===== src/rtl/parking_pkg.sv =====
// Shared types for the parking access controller: FSM states, lane index,
// and a lane-to-one-hot helper.
package parking_pkg;

  localparam int NUM_LANES = 2;
  localparam int LANE_W    = 1;

  typedef logic [LANE_W-1:0] lane_t;

  typedef enum logic [1:0] {
    IDLE     = 2'd0,
    GRANT    = 2'd1,
    COOLDOWN = 2'd2
  } state_t;

  function automatic logic [NUM_LANES-1:0] lane_mask(input lane_t lane);
    logic [NUM_LANES-1:0] m;
    m = '0;
    m[lane] = 1'b1;
    return m;
  endfunction

endpackage


===== src/rtl/parking_access_ctrl_rr_arb2.sv =====
// Two-lane round-robin arbiter. Under contention the lane that did not win
// last time is picked; the memory only moves when the grant is taken.
module rr_arb2
  import parking_pkg::*;
(
  input  logic                 clk,
  input  logic                 rst_n,
  input  logic [NUM_LANES-1:0] req,
  input  logic                 take,
  output logic                 gnt_lane
);

  lane_t last_q;
  lane_t pick;

  always_comb begin
    pick = last_q;
    case (req)
      2'b01:   pick = 1'b0;
      2'b10:   pick = 1'b1;
      2'b11:   pick = ~last_q;
      default: pick = last_q;
    endcase
  end

  assign gnt_lane = pick;

  // Reset value of lane 1 hands the first contention to lane 0.
  always_ff @(posedge clk or negedge rst_n) begin
    if (!rst_n)    last_q <= 1'b1;
    else if (take) last_q <= pick;
  end

endmodule


===== src/rtl/parking_access_ctrl.sv =====
// Two-lane parking gate controller: one outstanding grant at a time, gate
// timeout, saturating occupancy counter and misuse (violation) reporting.
module parking_access_ctrl
  import parking_pkg::*;
#(
  parameter int CAPACITY  = 100,
  parameter int CNT_W     = 7,
  parameter int GATE_HOLD = 8
) (
  input  logic             clk,
  input  logic             rst_n,
  input  logic [1:0]       req,
  input  logic [1:0]       enter_pulse,
  input  logic             exit_pulse,
  output logic [1:0]       gate_open,
  output logic [1:0]       reject,
  output logic [CNT_W-1:0] occupancy,
  output logic             full,
  output logic             empty,
  output logic             violation
);

  localparam int HOLD_W = $clog2(GATE_HOLD + 1);
  localparam int SUM_W  = CNT_W + 2;

  state_t            state, state_nxt;
  lane_t             grant_lane, lane_nxt;
  logic [HOLD_W-1:0] hold_cnt, hold_nxt;
  logic [1:0]        gate_nxt, reject_nxt;
  logic [CNT_W-1:0]  occ_nxt;
  logic              viol_nxt;
  logic              arb_take;
  logic              arb_lane;

  assign full  = (occupancy == CNT_W'(CAPACITY));
  assign empty = (occupancy == '0);

  assign arb_take = (state == IDLE) && (|req) && !full;

  rr_arb2 u_arb (
    .clk      (clk),
    .rst_n    (rst_n),
    .req      (req),
    .take     (arb_take),
    .gnt_lane (arb_lane)
  );

  // Grant FSM: gate and reject are registered from the next-state decode.
  always_comb begin
    state_nxt  = state;
    lane_nxt   = grant_lane;
    hold_nxt   = hold_cnt;
    gate_nxt   = '0;
    reject_nxt = '0;
    case (state)
      IDLE: begin
        if (|req) begin
          if (full) begin
            reject_nxt = req;
          end else begin
            state_nxt = GRANT;
            lane_nxt  = arb_lane;
            hold_nxt  = '0;
            gate_nxt  = lane_mask(arb_lane);
          end
        end
      end
      GRANT: begin
        if (enter_pulse[grant_lane] || hold_cnt == HOLD_W'(GATE_HOLD - 1)) begin
          state_nxt = COOLDOWN;
          hold_nxt  = '0;
        end else begin
          gate_nxt = lane_mask(grant_lane);
          hold_nxt = hold_cnt + HOLD_W'(1);
        end
      end
      COOLDOWN: state_nxt = IDLE;
      default:  state_nxt = IDLE;
    endcase
  end

  // Occupancy: every enter counts (granted or not); exits only when non-empty.
  logic [1:0]       granted, tailgate;
  logic [SUM_W-1:0] inc, dec, sum;

  always_comb begin
    granted  = (state == GRANT) ? lane_mask(grant_lane) : 2'b00;
    tailgate = enter_pulse & ~granted;
    inc      = SUM_W'(enter_pulse[0]) + SUM_W'(enter_pulse[1]);
    dec      = SUM_W'(exit_pulse && !empty);
    sum      = SUM_W'(occupancy) + inc - dec;
    occ_nxt  = (sum > SUM_W'(CAPACITY)) ? CNT_W'(CAPACITY) : sum[CNT_W-1:0];
    viol_nxt = (|tailgate) || (exit_pulse && empty);
  end

  always_ff @(posedge clk or negedge rst_n) begin
    if (!rst_n) begin
      state      <= IDLE;
      grant_lane <= '0;
      hold_cnt   <= '0;
      gate_open  <= '0;
      reject     <= '0;
      violation  <= 1'b0;
      occupancy  <= '0;
    end else begin
      state      <= state_nxt;
      grant_lane <= lane_nxt;
      hold_cnt   <= hold_nxt;
      gate_open  <= gate_nxt;
      reject     <= reject_nxt;
      violation  <= viol_nxt;
      occupancy  <= occ_nxt;
    end
  end

endmodule


===== config.mk =====
export PLATFORM = sky130hd
export DESIGN_NAME = parking_access_ctrl
export DESIGN_NICKNAME = d
export VERILOG_FILES = /design/src/rtl/parking_pkg.sv /design/src/rtl/parking_access_ctrl_rr_arb2.sv /design/src/rtl/parking_access_ctrl.sv
export SDC_FILE = /design/constraint.sdc
export NUM_CORES = 1
export LEC_CHECK = 0
export CORE_ASPECT_RATIO = 1.1
export CORE_MARGIN = 1.5
export CORE_UTILIZATION = 32
export CTS_CLUSTER_SIZE = 12
export DETAILED_ROUTE_END_ITERATION = 6
export PLACE_DENSITY = 0.54
export SYNTH_ARGS = -nofsm -noshare
export SYNTH_HDL_FRONTEND = slang
export SYNTH_HIERARCHICAL = 1
export SYNTH_SLANG_ARGS = --single-unit
export TNS_END_PERCENT = 5

===== constraint.sdc =====
create_clock -name clk -period 5.9 [get_ports clk]
set_clock_uncertainty 0.1 [all_clocks]
set_input_delay 0.885 -clock clk [delete_from_list [all_inputs] [get_ports clk]]
set_output_delay 0.885 -clock clk [all_outputs]
set_load 0.03 [all_outputs]

Word level (Yosys, flattened, before mapping)
Index checks and enable logic that the tools add are counted.
- bits in registers: 20
- input bits: 7
- output and inout port bits: 14
- word-level logic and storage cells: 72
- add/subtract/negate cells: 4
- order comparisons: 5
- equal/unequal tests: 9
- multiplexer cells: 24
- bitwise logic cells: 4
- reduce and logical (&&, ||, !) cells: 18
- operator list (operator ; count):
    $mux 2 ; 10
    $mux 4 ; 3
    $gt 9x7->1 const B ; 1
    $reduce_and 3->1 ; 3
    $sub 8x1->9 ; 1
    $add 7x2->8 ; 1
    $pmux 2 s2 ; 2
    $pmux 4 s2 ; 1
    $eq 7x7->1 const B ; 1
    $logic_not 7->1 ; 1
    $mux 7 ; 1
    $logic_and 1x1->1 ; 6
    $add 4x1->4 const B ; 1
    $eq 2x1->1 const B ; 2
    $eq 2x2->1 const B ; 2
    $eq 4x3->1 const B ; 1
    $lt 1x2->1 const B ; 2
    $mux 1 ; 4
    $ne 2x2->1 const B ; 2
    $reduce_or 2->1 ; 2
    $pmux 1 s3 ; 1
    $add 1x1->2 ; 1
    $and 2x2->2 ; 1
    $demux 1 s1 ; 2
    other kinds (8) ; 12

Logic depth before layout (Yosys ltp)
- word-level depth: 9
- mapped depth: 13

Cells and area by module
The synthesis kept the hierarchy.
- modules (own cells, without submodules) (module ; instances ; cells an instance ; area each (um2) ; seq. area each (um2)):
    parking_access_ctrl ; 1 ; 142 ; 1305.0 ; 475.5
    rr_arb2 ; 1 ; 5 ; 51.3 ; 26.3

Least setup slack after synthesis
No wires, ideal clock.
- path kind: flip-flop to flip-flop
- start: register occupancy[5]
- end: register occupancy[2]
- library setup time: 0.131 ns
- arrival time: 3.545 ns
- data required time: 5.669 ns
- setup slack: 2.124 ns
- stages on the path, launching flop included: 14
- buffers on the path: 0
- period minus slack after synthesis: 3.776 ns
- cell sequence: dfrtp_1 inv_1 ha_1 nand3_1 nor2_1 nor2b_1 ha_1 fa_1 fa_1 nor2b_1 o211a_1 o311a_1 o211ai_2 or3_1
- longest elaborated chain between the ends: 6
- RTL lines (element ; line ; text):
    start, declared ; parking_access_ctrl.sv:17 ; output logic [CNT_W-1:0] occupancy,
    start signal, assigned ; parking_access_ctrl.sv:112 ; occupancy <= occ_nxt;
    $logic_not 7->1 (*) ; parking_access_ctrl.sv:36 ; assign empty = (occupancy == '0);
    net empty ; parking_access_ctrl.sv:19 ; output logic empty,
    $logic_not 1->1 (*) ; parking_access_ctrl.sv:90 ; dec = SUM_W'(exit_pulse && !empty);
    $logic_and 1x1->1 (*) ; parking_access_ctrl.sv:90 ;
    $sub 8x1->9 (*) ; parking_access_ctrl.sv:91 ; sum = SUM_W'(occupancy) + inc - dec;
    $gt 9x7->1 ; parking_access_ctrl.sv:92 ; occ_nxt = (sum > SUM_W'(CAPACITY)) ? CNT_W'(CAPACITY) : sum[CNT_W-1:0];
    $mux 7 (*) ; parking_access_ctrl.sv:92 ;
    net occ_nxt[2] ; parking_access_ctrl.sv:30 ; logic [CNT_W-1:0] occ_nxt;
The timed path passes the listed nets; every way through them passes the cells marked *.
A chain may end at the register's enable or synchronous reset.

Worst setup path in the final report
- start: input enter_pulse[1]
- end: register occupancy[2]
- longest elaborated chain between the ends: 5
- RTL lines (element ; line ; text):
    start, declared ; parking_access_ctrl.sv:13 ; input logic [1:0] enter_pulse,
    $add 1x1->2 (*) ; parking_access_ctrl.sv:89 ; inc = SUM_W'(enter_pulse[0]) + SUM_W'(enter_pulse[1]);
    $add 7x2->8 (*) ; parking_access_ctrl.sv:91 ;
    $sub 8x1->9 (*) ; parking_access_ctrl.sv:91 ;
    $gt 9x7->1 ; parking_access_ctrl.sv:92 ;
    $mux 7 (*) ; parking_access_ctrl.sv:92 ;
    net occ_nxt[2] ; parking_access_ctrl.sv:30 ;
Marked as above.

==> run summary <==
Post-route clock period utilization: 62.4%
Io pins: 21
Row count: 24
Via Count: 1144
Pint: 0.000532 W
Setup TNS: 0 ns
Die area: 4640 um2
Port Buffers: 20
Gr usage total: 14.2%
Final Max Tran Viols: 0
CP Data Arrival Time: 3.72 ns
Net Sw Frac: 45.2%
Clock latency on the worst-skew pair: 0.26 ns
Detailed Route WL: 3.03 mm
Seq cells post-synth: 20
DRT Pass-1 Iters: 4
Distinct cells, synth: 42
Hpwl dp: 2.41 mm
Worst-margin pin slew: 0.895 ns
Clock buffer depth: 2
Initial drt markers: 36
Die span in y: 71.3 um
Average cell area after synthesis: 9.23 um2
Mapped cell area: 1360 um2
Layout Nets: 194
Cell taking the most area after synthesis: dfrtp_1
RSZ-0062 raised after global routing: no
RePlAce Congestion: 0.840
# hold bufs at CTS: 0
Synth top area share: 35.1%
R2R Setup Slk: 2.34 ns
Maximum vdd drop: 0.000237 V
Clock tree sinks: 20
DR vias/cell: 5.13
Antenna diodes: 0
Synth-to-Final Area Change: 24.8%
Highest clock rate: 272 MHz
Post-place setup slack: 1.95 ns
Slack of the critical path: 2.22 ns
Max-Cap Viols: 0
Post-cts sizing count: 0
Top cells by area, synth: dfrtp_1, ha_1, nand2_1, inv_1, nor2_1
CP max FO: 6
Post-route DRC: 0
Most frequent cells in the layout: clkdlybuf4s50_1, dfrtp_1, nand2_1
Combinational Power Share: 61.8%
Core box area: 4020 um2
Die Width: 65.1 um
Leading register cell type out of synthesis: dfrtp_1
Tmin final: 3.68 ns
Overflow after GRT: 0
Sequential share of power: 24.3%
Commonest non-fill, non-tap cell in the layout: clkdlybuf4s50_1
ANT nets after route: 0
Worst Hold Class: register to register
Fin. Hold Viols: 0
Setup Viol. Count Final: 0
First-pass GRT wire length: 5.22 mm
Post-CTS Setup Bufs: 0
Initial core utilization: 33.7%
Vias in the first global route: 1140
Initial antenna violation count: 0
H-tree depth: 1
Post-synthesis sequential area ratio: 37.0%
WP data required: 5.94 ns
Critical path class: input port to register
Fill cell count: 415
CP Launch Type: input port
Cells after Synth: 147
EDFF count, synth: 0
Worst-path clk slew: 0.08 ns
Max-slew headroom: 40.1%
Pleak: 0.788 nW
CP Capture Type: register
Cell Pwr Density: 573 nW/um2
Ys Warns: 6
Status: finished clean
Largest net degree at the start of global routing: 21
TritonCTS Buffers: 3
Post-synth ARST share: 100%
CTS tree: done
Clock Power Share: 13.9%
Wire length per cell: 13.6 um
Share of cells above drive strength 1: 4.68%
Synthesized net count: 169
Psw: 0.000439 W
Root buffer cell: clkbuf_8
==> cells in the mapped netlist (2+ instances only) <==
| cell type | count |
|---|---|
| dfrtp_1 | 19 |
| nand2_1 | 15 |
| inv_1 | 14 |
| ha_1 | 13 |
| nor2_1 | 11 |
| nor3_1 | 7 |
| o21ai_0 | 7 |
| nand2b_1 | 6 |
| nor2b_1 | 5 |
| a21oi_1 | 4 |
| nand3_1 | 3 |
| a211o_1 | 2 |
| and3_1 | 2 |
| fa_1 | 2 |
| mux2i_1 | 2 |
| nor3b_1 | 2 |
| o2111ai_1 | 2 |
| o211ai_1 | 2 |
| o211ai_2 | 2 |
| o21bai_1 | 2 |
| or2_1 | 2 |
| or3_1 | 2 |
| xnor2_1 | 2 |
==> kinds of logic after synthesis <==
logic type / after synthesis / synth area share, %
AO/OA/AOI/OAI: 32 / 17.4
XOR/XNOR: 3 / 1.94
adder cells (fa/ha/maj): 15 / 14.9
buffers and inverters: 14 / 3.87
flip-flops: 20 / 37.0
multiplexers: 2 / 1.48
AND/OR/NAND/NOR: 61 / 23.3
==> worst paths after layout <==
check                               end  depth (start not counted)            from
min                         hold_cnt[3]                          1     hold_cnt[3]
max reg2reg                occupancy[2]                         12    occupancy[1]
min reg2reg                 hold_cnt[3]                          1     hold_cnt[3]
max in group asynchronous  gate_open[0]                          1           rst_n
min in group asynchronous   hold_cnt[0]                          1           rst_n
max                        occupancy[2]                         10  enter_pulse[1]
==> power groups by stage <==
| stage | Sequential (W) | Combinational (W) | Clock, W |
|---|---|---|---|
| 6_report | 0.000235 | 0.000600 | 0.000135 |
| 5_1_grt | 0.000245 | 0.000664 | 0.000142 |
| 4_1_cts | 0.000237 | 0.000603 | 0.000137 |
| 3_5_place_dp | 0.000239 | 0.000601 | 0 |
| 3_3_place_gp | 0.000237 | 0.000589 | 0 |
| 2_1_floorplan | 0.000280 | 0.000386 | 0 |
==> flip-flops by register name (all words and copies together), names as in the netlist <==
name          cells
gate_open         2
grant_lane        1
occupancy         7
violation         1
reject            2
u_arb/last_q      1
hold_cnt          4
state             2
==> routing by layer <==
| layer | part of all wire, % | wire [um] | track usage [%] |
|---|---|---|---|
| met5 | 0 | 0 | 0 |
| met4 | 0.89 | 27 | 4.17 |
| met3 | 2.3 | 70 | 0.942 |
| met2 | 50 | 1530 | 25.0 |
| met1 | 46 | 1400 | 18.8 |
==> worst max-delay path, cell delays in order <==
cell and delay, ns:
clkdlybuf4s50_1 0.52, inv_1 0.06, ha_1 0.30, fa_1 0.39
fa_1 0.41, nor2b_1 0.21, o211a_1 0.22, o311a_1 0.19
o211ai_2 0.13, or3_1 0.38
==> through the flow <==
stage / hold WS (ns) / instances / utilization, % / cell area (um2) / total power (W)
2_1_floorplan: 0.362 / 147 / - / 1360 / 0.000666
3_3_place_gp: 0.384 / 219 / 40.3 / 1620 / 0.000825
3_5_place_dp: 0.392 / 219 / 40.3 / 1620 / 0.000840
4_1_cts: 0.408 / 223 / 42.1 / 1690 / 0.000976
5_1_grt: 0.443 / 223 / 42.1 / 1690 / 0.00105
6_report: 0.415 / 223 / 42.1 / 1690 / 0.000971
==> cell type report <==
cell class                 count  area [um2]  share of cell area (%)
tap                           52        65.1                    3.84
clock inverter                 1        30.0                    1.77
clock buffer                   3        41.3                    2.44
timing repair buffer          20         200                    11.8
inverter                      14        52.6                    3.10
sequential                    20         502                    29.6
multi-input combinational    113         802                    47.4
Note: power is estimated with default switching activity, not from simulation.
